<file path="config.mk">
export PLATFORM = sky130hd
export DESIGN_NAME = memory_loader
export DESIGN_NICKNAME = d
export VERILOG_FILES = /design/src/rtl/memory_loader_pkg.sv /design/src/rtl/memory_loader_edge.sv /design/src/rtl/memory_loader.sv
export SDC_FILE = /design/constraint.sdc
export NUM_CORES = 1
export LEC_CHECK = 0
export ABC_AREA = 1
export BUFFER_PORTS_ARGS = -buffer_cell sky130_fd_sc_hd__buf_2
export CAP_MARGIN = 10
export CORE_ASPECT_RATIO = 0.6
export CORE_MARGIN = 2
export CORE_UTILIZATION = 35
export DETAILED_ROUTE_END_ITERATION = 8
export PLACE_DENSITY = 0.56
export SLEW_MARGIN = 40
export SYNTH_ARGS = -nofsm -noshare
export SYNTH_HDL_FRONTEND = slang
export SYNTH_SLANG_ARGS = --single-unit
</file>
<file path="constraint.sdc">
create_clock -name clk -period 1.15 [get_ports clk]
set_input_delay 0.23 -clock clk [delete_from_list [all_inputs] [get_ports clk]]
set_output_delay 0.23 -clock clk [all_outputs]
set_load 0.01 [all_outputs]
</file>
<file path="src/rtl/memory_loader_pkg.sv">
// Shared definitions for the memory loader: FSM encoding, parameter defaults
// and a word-packing helper.
package loader_defs;

    localparam int DEF_ADDR_W  = 8;
    localparam int DEF_TIMEOUT = 255;

    typedef enum logic [1:0] {
        IDLE_LO = 2'd0,
        IDLE_HI = 2'd1,
        WRITE   = 2'd2,
        ERROR   = 2'd3
    } state_t;

    // High half-word goes in bits [31:16], the earlier-entered half in [15:0].
    function automatic logic [31:0] pack_word(input logic [15:0] hi, input logic [15:0] lo);
        return {hi, lo};
    endfunction

endpackage

</file>
<file path="src/rtl/memory_loader_edge.sv">
// Single-cycle press pulse from a debounced button level. The previous sample
// resets high so a button held through reset must be released first.
module rising_edge_detect (
    input  logic clk,
    input  logic reset,
    input  logic level_i,
    output logic press_o
);

    logic prev_q;

    always_ff @(posedge clk) begin
        if (reset) begin
            prev_q <= 1'b1;
        end else begin
            prev_q <= level_i;
        end
    end

    assign press_o = level_i & ~prev_q;

endmodule

</file>
<file path="src/rtl/memory_loader.sv">
// Switch-driven RAM loader: two half-word presses build a 32-bit word that is
// written at the current address, which then auto-increments.
module memory_loader
    import loader_defs::*;
#(
    parameter int ADDR_W  = DEF_ADDR_W,
    parameter int TIMEOUT = DEF_TIMEOUT
) (
    input  logic              clk,
    input  logic              reset,
    input  logic [15:0]       sw_data,
    input  logic              sw_addr_load,
    input  logic              enter,
    input  logic              mem_MFC,
    output logic [ADDR_W-1:0] mem_address,
    output logic [31:0]       mem_dataIn,
    output logic              mem_write,
    output logic              busy,
    output logic              half_sel,
    output logic              error,
    output logic [1:0]        dbg_state
);

    // Handshake: mem_write rises with mem_address/mem_dataIn valid and holds
    // them stable until mem_MFC is sampled high (or the timeout expires).
    localparam int CNT_W = (TIMEOUT < 2) ? 1 : $clog2(TIMEOUT + 1);
    localparam logic [CNT_W-1:0] CNT_LAST = CNT_W'(TIMEOUT - 1);

    state_t            state_q, state_d;
    logic [ADDR_W-1:0] addr_q, addr_d;
    logic [31:0]       data_q, data_d;
    logic [15:0]       lo_q, lo_d;
    logic [CNT_W-1:0]  cnt_q, cnt_d;
    logic              err_q, err_d;
    logic              press;

    rising_edge_detect u_press (
        .clk     (clk),
        .reset   (reset),
        .level_i (enter),
        .press_o (press)
    );

    always_ff @(posedge clk) begin
        if (reset) begin
            state_q <= IDLE_LO;
            addr_q  <= '0;
            data_q  <= '0;
            lo_q    <= '0;
            cnt_q   <= '0;
            err_q   <= 1'b0;
        end else begin
            state_q <= state_d;
            addr_q  <= addr_d;
            data_q  <= data_d;
            lo_q    <= lo_d;
            cnt_q   <= cnt_d;
            err_q   <= err_d;
        end
    end

    always_comb begin
        state_d = state_q;
        addr_d  = addr_q;
        data_d  = data_q;
        lo_d    = lo_q;
        cnt_d   = cnt_q;
        err_d   = err_q;
        case (state_q)
            IDLE_LO: begin
                if (press) begin
                    if (sw_addr_load) begin
                        addr_d = ADDR_W'(sw_data);
                        lo_d   = '0;
                    end else begin
                        lo_d    = sw_data;
                        state_d = IDLE_HI;
                    end
                end
            end
            IDLE_HI: begin
                if (press) begin
                    if (sw_addr_load) begin
                        addr_d  = ADDR_W'(sw_data);
                        lo_d    = '0;
                        state_d = IDLE_LO;
                    end else begin
                        data_d  = pack_word(sw_data, lo_q);
                        cnt_d   = '0;
                        state_d = WRITE;
                    end
                end
            end
            WRITE: begin
                // An acknowledge on the expiry edge still counts as success.
                if (mem_MFC) begin
                    addr_d  = addr_q + 1'b1;
                    cnt_d   = '0;
                    state_d = IDLE_LO;
                end else if (cnt_q == CNT_LAST) begin
                    err_d   = 1'b1;
                    cnt_d   = '0;
                    state_d = ERROR;
                end else begin
                    cnt_d = cnt_q + 1'b1;
                end
            end
            ERROR: begin
                if (press) begin
                    err_d   = 1'b0;
                    state_d = IDLE_LO;
                end
            end
            default: state_d = IDLE_LO;
        endcase
    end

    assign mem_address = addr_q;
    assign mem_dataIn  = data_q;
    assign mem_write   = (state_q == WRITE);
    assign busy        = (state_q == WRITE);
    assign half_sel    = (state_q == IDLE_HI);
    assign error       = err_q;
    assign dbg_state   = state_q;

endmodule

</file>
==> qor.txt, run 1 <==
global-route wire length before repair - 14.1 mm
CTS Root Cell - clkbuf_16
worst slew pin tran - 0.363 ns
number of synthesized flops with an enable pin - 0
Netlist cell types - 29
crit path launch type - flip-flop
Warnings, synthesis - 0
pwr dens - 1480 nW/um^2
critical path class - reg -> reg
standard-cell rows - 25
CTS H-tree lvls - 3
HP Class - in -> reg
Post-DP Area - 3760 um^2
Final Hold Vio Count - 0
Final Cycle Share - 1.24
final worst setup slack - -0.273 ns
Worst-Skew Late Latency - 0.33 ns
max-cap viol count - 0
via count - 3103
placed wire-length estimate - 6.11 mm
GRT Overall Usage - 0.203
io pins - 67
status - finished with violations
top cells by area, synth - dfxtp_1 46%, nor2_1 11%, nand2_1 9.9%
# fillers - 729
highest ir drop seen on vdd - 0.675 mV
largest net degree at the start of global routing - 25
Req. time, crit path - 1.42 ns
total inserted antenna cells - 0
CTS Buf Count - 9
sequential share of the synthesized area - 0.459
syn nets - 437
unrepaired setup endpoints after global routing - true
NumNets Final - 555
Area Growth Syn to Fin - 56.5%
full die area - 9250 um^2
fin area - 4640 um^2
Cells after Synth - 413
ys flop type - dfxtp_1
final core occ - 0.577
Residual DRC - 0
Remaining Overflow, GRT - 0
met2 GRT Util - 0.282
Leak Pwr - 2.01 nW
minimum clock period - 1.42 ns
Final Setup Violations - 70
final WL - 9.37 mm
Synth top area share - 0.459
Worst Path Max Fanout - 8
layout cells sized above 1 - 0.426
DRT antenna net count - 0
top-count cell post-synth - nor2_1
busiest grt layer - met1
Seq cells post-synth - 68
met1 usage - 0.297
filler-free cell count of the finished design - 643
number of global-route vias before repair - 2783
wire per inst - 14.6 um
number of vias per cell - 4.83
Worst EP arrival - 1.69 ns
GP Congestion - 0.833
met3 Resource Use GR - 0.0735
Mapped Area - 2960 um^2
Syn Area/Cell - 7.18 um^2
Fin Clk Skew - 0.00718 ns
Slew HR - 0.758
port buffer count - 66
starting density of the core - 0.369
initial antenna violation count - 0
critical path capture point type - flip-flop
asr flop ratio synth - 0
DR pass1 iterations - 4
Final Hold Slack - 0.101 ns
top cells by count, synth - 85 x nor2_1, 78 x nand2_1, 68 x dfxtp_1
Worst-path clk slew - 0.06 ns
number of DRC markers in iteration 0 - 158
Placement Setup Slack - -0.177 ns
fmax - 0.703 GHz
failing checks - negative setup slack
max-slew violations - 0
die width - 123 um
CTS Sinks - 68
chip height - 75.3 um
area leader, netlist - dfxtp_1
Inst Count DP - 615
CTS tree - yes
# hold bufs at CTS - 0
Core ar. - 8040 um^2
Clock Tree Buf Depth - 2
[flip-flops by register name, summed over array words and instances, names as in the netlist]
register / count
mem_dataIn: 32
dbg_state: 2
lo_q: 16
cnt_q: 8
mem_address: 8
u_press.prev_q: 1
error: 1
[placed cells by master (no fill, tap or decap), types with 3 or more instances in the layout]
cell type,instances
nand2_2,6
o21ai_2,12
nand2_4,8
nand3_1,15
clkbuf_1,4
buf_4,37
nand3_4,8
dfxtp_2,9
nand4_1,3
dfxtp_1,57
nor2_1,80
nor3_1,3
nand2_1,69
inv_2,4
inv_4,4
a21oi_1,15
a21oi_2,15
inv_1,24
buf_12,6
clkbuf_16,11
buf_6,23
inv_6,3
o21ai_0,14
buf_2,57
nand3_2,8
o21ai_1,19
nor2_4,5
[cell type report]
cell class	instances	area [um^2]	area share
Tap cell	108	135	0.0291
Inverter	36	168	0.0361
Clock buffer	14	265	0.0572
Clock inverter	1	30.0	0.00647
Timing Repair Buffer	125	982	0.212
Sequential cell	68	1380	0.298
Multi-Input combinational cell	291	1680	0.362
[kinds of logic after synthesis]
| group | Yosys count | synth area share |
|---|---|---|
| flip-flops | 68 | 0.459 |
| adder cells (fa/ha/maj) | 3 | 0.0127 |
| AO/OA/AOI/OAI | 77 | 0.130 |
| AND/OR/NAND/NOR | 210 | 0.307 |
| buffers and inverters | 54 | 0.0874 |
| XOR/XNOR | 1 | 0.00296 |
[where the power goes]
group / total (mW) / switching (mW) / internal, mW / leakage, nW
clock: 2.77 / 0.972 / 1.80 / 0.142
combinational: 1.56 / 0.845 / 0.711 / 1.31
sequential: 2.55 / 0.0868 / 2.47 / 0.555
total: 6.88 / 1.90 / 4.98 / 2.01
[stage by stage]
step           power [mW]  TNS [ns]
2_1_floorplan        3.19   -0.0717
3_3_place_gp         3.65     -5.55
3_5_place_dp         3.65     -7.11
4_1_cts              6.57     -6.65
5_1_grt              7.17    -14.51
6_report             6.88    -10.36
[final timing paths]
kind	from	end	slack, ns	cells after the start
max reg2reg	dbg_state[1]$_SDFFE_PP0P_	lo_q[3]$_SDFFE_PP0P_	-0.27	9
max	dbg_state[1]$_SDFFE_PP0P_	lo_q[3]$_SDFFE_PP0P_	-0.27	9
min reg2reg	lo_q[15]$_SDFFE_PP0P_	lo_q[15]$_SDFFE_PP0P_	0.46	2
min	enter	u_press.prev_q$_SDFF_PP1_	0.10	2
[critical path, stage by stage (launching register included)]
cell	delay, ns
dfxtp_4	0.38
inv_4	0.05
nand2_4	0.06
buf_6	0.10
inv_6	0.03
buf_6	0.10
nor2_4	0.19
buf_12	0.19
nand3_2	0.09
a21oi_2	0.15
[layer usage]
metal | vias up | share of wire
met5 | - | 0
met4 | 0 | 0.0061
met3 | 7 | 0.061
met2 | 86 | 0.43
met1 | 1440 | 0.50
li1 | 1570 | -
[what timing repair did]
item	CTS	global route
gates cloned	0	1
pin swaps	1	20
setup endpoints to repair	76	78
resized for setup	39	107
setup buffers	7	6
Power figures use the tool's default switching activity.
==> run 2, diff against run 1 <==
--- a/config.mk
+++ b/config.mk
@@ -11,6 +11,7 @@
 export CORE_ASPECT_RATIO = 0.6
 export CORE_MARGIN = 2
 export CORE_UTILIZATION = 35
+export CTS_BUF_LIST = sky130_fd_sc_hd__clkbuf_8
 export DETAILED_ROUTE_END_ITERATION = 8
 export PLACE_DENSITY = 0.56
 export SLEW_MARGIN = 40
==> run 2 against run 1 <==
  * Register-to-register slack hardly changed
  * Critical endpoint is now lo_q[1]$_SDFFE_PP0P_
  * Sequential cell count stayed put
  * The flow still finishes with violations (negative setup slack)
  * Sequential power hardly changed
==> qor.txt, run 2 (synthesis results as in run 1) <==
number of global-route vias before repair - 2932 (+5.4%)
Worst Hold Depth - 2 (unchanged)
Final Hold Vio Count - 0 (unchanged)
critical path capture point type - flip-flop
commonest non-fill, non-tap cell in the layout - nor2_1
HP Class - in -> reg
largest net degree at the start of global routing - 25 (unchanged)
io pins - 67 (unchanged)
Post-DP Area - 3760 um^2 (unchanged)
CTS H-tree lvls - 3 (unchanged)
CTS Sinks - 68 (unchanged)
Core ar. - 8040 um^2 (unchanged)
via count - 3217 (+3.7%)
CTS tree - yes
pwr dens - 1310 nW/um^2 (-11%)
Clock Tree Buf Depth - 2 (unchanged)
Final Hold Slack - 0.0939 ns (-0.00662 ns)
max reg flops - 32 (unchanged)
max-slew violations - 0 (unchanged)
port buffer count - 66 (unchanged)
CTS Buf Count - 9 (unchanged)
placed wire-length estimate - 6.11 mm (unchanged)
final worst setup slack - -0.285 ns (-0.0116 ns)
Worst EP arrival - 1.71 ns (+0.02 ns)
initial antenna violation count - 0 (unchanged)
Worst Path Max Fanout - 8 (unchanged)
total inserted antenna cells - 0 (unchanged)
crit path max-delay cell type - dfxtp_4
wire per inst - 15.3 um (+4.9%)
WHS Endpoint - u_press.prev_q$_SDFF_PP1_
Remaining Overflow, GRT - 0 (unchanged)
number of DRC markers in iteration 0 - 136 (-14%)
Final Cycle Share - 1.25 (+0.0101)
GP Congestion - 0.833 (unchanged)
CP max stage delay - 0.38 ns (about the same)
Psw - 1.96 mW (+2.8%)
crit path cell chain - inv_4, nand2_4, buf_6, inv_4, buf_12, nand2_8, nand3_4, buf_12, inv_12, nand3_2, a21oi_1
starting density of the core - 0.369 (unchanged)
NumNets Final - 571 (+2.9%)
Area Growth Syn to Fin - 66.1%
CP delay by family, top - buffers and inverters
max-cap viol count - 0 (unchanged)
crit path launch type - flip-flop
fmax - 0.697 GHz (-0.81%)
number of vias per cell - 4.88 (+1.2%)
unrepaired setup endpoints after global routing - true
Req. time, crit path - 1.43 ns (about the same)
full die area - 9250 um^2 (unchanged)
FF-to-FF setup slack - -0.28 ns (about the same)
sw frac - 0.302 (+0.0259)
minimum clock period - 1.43 ns (+0.0116 ns)
# fillers - 683 (-6.3%)
DR pass1 iterations - 5 (+1)
Internal - 4.51 mW (-9.4%)
GRT Overall Usage - 0.213 (+0.0102)
Final Setup Violations - 73 (+4.3%)
final WL - 10.1 mm (+7.5%)
reg2reg end - lo_q[1]$_SDFFE_PP0P_
die width - 123 um (unchanged)
Clock power frac - 0.323 (-0.080)
Placement Setup Slack - -0.177 ns (unchanged)
chip height - 75.3 um (unchanged)
fin area - 4920 um^2 (+6.2%)
failing checks - negative setup slack
layout cells sized above 1 - 0.510 (+0.0838)
Worst-Skew Late Latency - 0.35 ns (+0.02 ns)
Worst-path clk slew - 0.08 ns (+0.02 ns)
CTS Root Cell - clkbuf_8
R2R depth - 11 (+2)
combinational fraction of design power - 0.282 (+0.056)
Worst Hold Launch - enter
global-route wire length before repair - 14.7 mm (+4.8%)
Flop pwr share - 0.395 (+0.024)
critical path depth - 11 (+2)
WP buf/inv - 6 (+1)
Slew HR - 0.786 (+0.0276)
# hold bufs at CTS - 0 (unchanged)
Leak Pwr - 2.13 nW (+6.2%)
Fin Clk Skew - 0.00899 ns (+0.00181 ns)
critical path class - reg -> reg
status - finished with violations
standard-cell rows - 25 (unchanged)
worst slew pin tran - 0.321 ns (-0.0414 ns)
most frequent cells in the layout - 69 x nor2_1, 57 x dfxtp_1, 55 x nand2_1, 55 x buf_2, 36 x buf_6
highest ir drop seen on vdd - 0.701 mV (+3.9%)
DRT antenna net count - 0 (unchanged)
Residual DRC - 0 (unchanged)
Final TNS setup - -13.69 ns (-3.33 ns)
r2r startpoint - dbg_state[1]$_SDFFE_PP0P_
[run 2: cell types whose count changed in the layout (fill, tap and decap cells not counted), moves of 11 or more]
cell	delta
nand2_2	+13
nor2_1	-11
o21ai_2	+14
buf_6	+13
nand2_1	-14
[run 2: worst max path at each step]
stage / startpoint / to / slack [ns]
after detailed placement: dbg_state[1]$_SDFFE_PP0P_ / mem_dataIn[5]$_SDFFE_PP0P_ / -0.18
after global placement: dbg_state[1]$_SDFFE_PP0P_ / mem_dataIn[5]$_SDFFE_PP0P_ / -0.16
after CTS: dbg_state[1]$_SDFFE_PP0P_ / half_sel / -0.25
after global routing: dbg_state[1]$_SDFFE_PP0P_ / lo_q[1]$_SDFFE_PP0P_ / -0.33
final: dbg_state[1]$_SDFFE_PP0P_ / lo_q[1]$_SDFFE_PP0P_ / -0.28
after floorplan: cnt_q[0]$_SDFFE_PP0P_ / cnt_q[1]$_SDFFE_PP0P_ / -0.03
[run 2: final cells by class]
class / count / area [um^2] / area share
multi-input cells: 292 / 1790 / 0.364
flip-flops and latches: 68 / 1390 / 0.282
repair buffers: 139 / 1210 / 0.245
inverters: 36 / 183 / 0.0371
well taps: 108 / 135 / 0.0274
clock buffers: 9 / 124 / 0.0252
clock inverters: 6 / 75.1 / 0.0152
repair inverters: 1 / 16.3 / 0.00330
[run 2: layer usage]
| metal | share of wire | GRT usage | wire length [um] |
|---|---|---|---|
| met4 | 0.0095 | 0.0587 | 96 |
| met1 | 0.48 | 0.300 | 4860 |
| met3 | 0.057 | 0.0652 | 574 |
| met2 | 0.45 | 0.317 | 4540 |
| met5 | 0 | 0 | 0 |
[run 2: power groups by stage]
stage          sequential [mW]  combinational, mW  clock [mW]
6_report                  2.56               1.82        2.09
4_1_cts                   2.54               1.52        2.12
5_1_grt                   2.57               1.95        2.22
2_1_floorplan             2.62              0.573           0
3_5_place_dp              2.58               1.08           0
3_3_place_gp              2.58               1.07           0
[run 2: what timing repair did]
item,in CTS,in global routing
cloned,1,3
endpoints found under the hold margin,0,0
setup endpoints to repair,78,76
pin swaps,14,27
gates resized for setup,97,125
buffers inserted,20,8
[run 2: through the flow]
| stage | power, mW | utilization | std cells |
|---|---|---|---|
| 6_report | 6.47 | 0.612 | 659 |
| 5_1_grt | 6.73 | 0.612 | 659 |
| 4_1_cts | 6.18 | 0.553 | 649 |
| 3_5_place_dp | 3.65 | 0.468 | 615 |
| 3_3_place_gp | 3.65 | 0.468 | 615 |
| 2_1_floorplan | 3.19 | - | 413 |
[run 2: worst reg2reg max path: cells and delay by family (launching register included)]
kind	cells	cell delay (ns)
DFF	1	0.38
and+or+nand+nor	4	0.26
buffers and inverters	6	0.54
AOI/OAI and AO/OA	1	0.18
==> run 3, diff against run 2 <==
--- a/config.mk
+++ b/config.mk
@@ -7,13 +7,14 @@
 export LEC_CHECK = 0
 export ABC_AREA = 1
 export BUFFER_PORTS_ARGS = -buffer_cell sky130_fd_sc_hd__buf_2
-export CAP_MARGIN = 10
+export CAP_MARGIN = 25
 export CORE_ASPECT_RATIO = 0.6
 export CORE_MARGIN = 2
-export CORE_UTILIZATION = 35
+export CORE_UTILIZATION = 50
 export CTS_BUF_LIST = sky130_fd_sc_hd__clkbuf_8
 export DETAILED_ROUTE_END_ITERATION = 8
-export PLACE_DENSITY = 0.56
+export GPL_TIMING_DRIVEN = 0
+export PLACE_DENSITY = 0.76
 export SLEW_MARGIN = 40
 export SYNTH_ARGS = -nofsm -noshare
 export SYNTH_HDL_FRONTEND = slang
==> run 3 against run 2 <==
  * Combinational power increased by 12%
  * Die area shrank 29%
  * Cell count down 5.9%
  * The run still ends with negative setup slack left
==> qor.txt, run 3 (synthesis results as in run 1) <==
pwr dens - 1430 nW/um^2 (+8.5%)
NumNets Final - 560 (-1.9%)
chip height - 63.6 um (-15%)
Area Growth Syn to Fin - 67.0%
full die area - 6580 um^2 (-29%)
fin area - 4950 um^2 (+0.56%)
highest ir drop seen on vdd - 1.05 mV (+49%)
wire per inst - 22.4 um (+46%)
CTS Root Cell - clkbuf_8
total inserted antenna cells - 0 (unchanged)
Final Hold Vio Count - 0 (unchanged)
max reg flops - 32 (unchanged)
global-route wire length before repair - 15.1 mm (+2.4%)
Slew HR - 0.413 (-0.373)
number of global-route vias before repair - 3057 (+4.3%)
fmax - 0.638 GHz (-8.4%)
Worst-path clk slew - 0.08 ns (about the same)
DR pass1 iterations - 7 (+2)
final worst setup slack - -0.416 ns (-0.131 ns)
met2 GRT Util - 0.445 (+0.128)
GRT Overall Usage - 0.304 (+0.0911)
critical path capture point type - flip-flop
Worst EP arrival - 1.85 ns (+0.14 ns)
worst slew pin tran - 0.881 ns (+0.560 ns)
WHS Endpoint - u_press.prev_q$_SDFF_PP1_
placed wire-length estimate - 5.80 mm (-5.2%)
GP Congestion - 0.834 (about the same)
minimum clock period - 1.57 ns (+0.131 ns)
status - finished with violations
CTS Sinks - 68 (unchanged)
most frequent cells in the layout - 74 x nor2_1, 62 x buf_2, 55 x dfxtp_1, 52 x nand2_1, 29 x o21ai_2
io pins - 67 (unchanged)
FF-to-FF setup slack - -0.42 ns (-0.13 ns)
Remaining Overflow, GRT - 0 (unchanged)
met3 Resource Use GR - 0.0943 (+0.0292)
Worst Hold Launch - enter
CTS tree - yes
crit path launch type - flip-flop
busiest grt layer - met2
failing checks - negative setup slack
largest net degree at the start of global routing - 13 (-48%)
Final Power - 7.06 mW (+9.1%)
port buffer count - 66 (unchanged)
R2R depth - 8 (-3)
Post-DP Area - 3440 um^2 (-8.4%)
Fin Clk Skew - 0.0121 ns (+0.00307 ns)
Residual DRC - 0 (unchanged)
Req. time, crit path - 1.43 ns (about the same)
crit path cell chain - buf_6, nand2_8, buf_12, inv_8, nor2_4, buf_8, nand3_2, a21oi_2
crit path max-delay cell type - dfxtp_4
Core ar. - 5650 um^2 (-30%)
Clock Tree Buf Depth - 2 (unchanged)
max-slew violations - 0 (unchanged)
commonest non-fill, non-tap cell in the layout - nor2_1
initial antenna violation count - 0 (unchanged)
Worst-Skew Late Latency - 0.37 ns (+0.02 ns)
Placement Setup Slack - -0.325 ns (-0.148 ns)
starting density of the core - 0.525 (+0.156)
CTS H-tree lvls - 3 (unchanged)
Worst Hold Depth - 2 (unchanged)
layout cells sized above 1 - 0.528 (+0.0178)
via count - 3808 (+18%)
number of DRC markers in iteration 0 - 509 (+270%)
Final Cycle Share - 1.36 (+0.114)
die width - 103 um (-16%)
unrepaired setup endpoints after global routing - true
number of vias per cell - 6.14 (+26%)
CP max stage delay - 0.36 ns (-0.02 ns)
r2r startpoint - dbg_state[0]$_SDFFE_PP0P_
CTS Buf Count - 9 (unchanged)
Final Setup Violations - 75 (+2.7%)
# hold bufs at CTS - 0 (unchanged)
max-cap viol count - 0 (unchanged)
standard-cell rows - 21 (-16%)
DRT antenna net count - 0 (unchanged)
Leak Pwr - 2.10 nW (-1.8%)
HP Class - in -> reg
final WL - 13.9 mm (+38%)
reg2reg end - lo_q[12]$_SDFFE_PP0P_
met1 usage - 0.414 (+0.115)
critical path class - reg -> reg
Worst Path Max Fanout - 7 (-1)
## run 3: changes by cell type in the layout (fill, tap and decap cells not counted), sizes merged
cell	change
buf	-20
nand2	+1
bufinv	+1
inv	-4
clkinvlp	+2
clkbuf	+9
## run 3: worst max-delay path by stage
stage	start	endpoint	slack [ns]	cells past startpoint
floorplan	cnt_q[0]$_SDFFE_PP0P_	cnt_q[1]$_SDFFE_PP0P_	-0.03	8
global placement	dbg_state[1]$_SDFFE_PP0P_	mem_dataIn[7]$_SDFFE_PP0P_	-0.31	7
detailed placement	dbg_state[1]$_SDFFE_PP0P_	mem_dataIn[7]$_SDFFE_PP0P_	-0.33	7
global route	dbg_state[0]$_SDFFE_PP0P_	lo_q[12]$_SDFFE_PP0P_	-0.44	8
finish	dbg_state[0]$_SDFFE_PP0P_	lo_q[12]$_SDFFE_PP0P_	-0.42	8
CTS	dbg_state[0]$_SDFFE_PP0P_	mem_write	-0.27	6
## run 3: through the flow
step	instances	hold WS (ns)	TNS, ns	utilization
3_5_place_dp	559	0.437	-9.08	0.610
2_1_floorplan	413	0.309	-0.0717	-
3_3_place_gp	559	0.432	-7.68	0.610
5_1_grt	620	0.0727	-21.55	0.876
6_report	620	0.0837	-19.22	0.876
4_1_cts	599	0.0808	-11.69	0.735
## run 3: layout make-up
cell class	instances	area [um^2]
multi-input cells	293	1950
flip-flops and latches	68	1400
repair buffers	110	892
fillers	255	698
plain buffers	18	194
inverters	36	183
clock buffers	9	124
clock inverters	6	114
well taps	80	100
## run 3: layer usage
layer,up-vias,share of wire
li1,1591,-
met1,1712,0.37
met2,383,0.42
met3,122,0.13
met4,0,0.072
met5,-,0
## run 3: worst max-delay path: cells and delay by family, from the launching register on
kind            cells  cell delay [ns]
compound gates      1             0.20
flops               1             0.36
simple gates        3             0.47
buf+inv             4             0.46
## run 3: what timing repair did
action	CTS	global route
buffers inserted	19	18
endpoints found under the setup margin	66	72
pin swaps	9	48
resized for setup	93	161
gates cloned	6	4
## run 3: power breakdown
| part | switching [mW] | internal [mW] | total [mW] |
|---|---|---|---|
| combinational | 1.14 | 0.891 | 2.03 |
| sequential | 0.136 | 2.46 | 2.59 |
| clock | 1.01 | 1.43 | 2.44 |
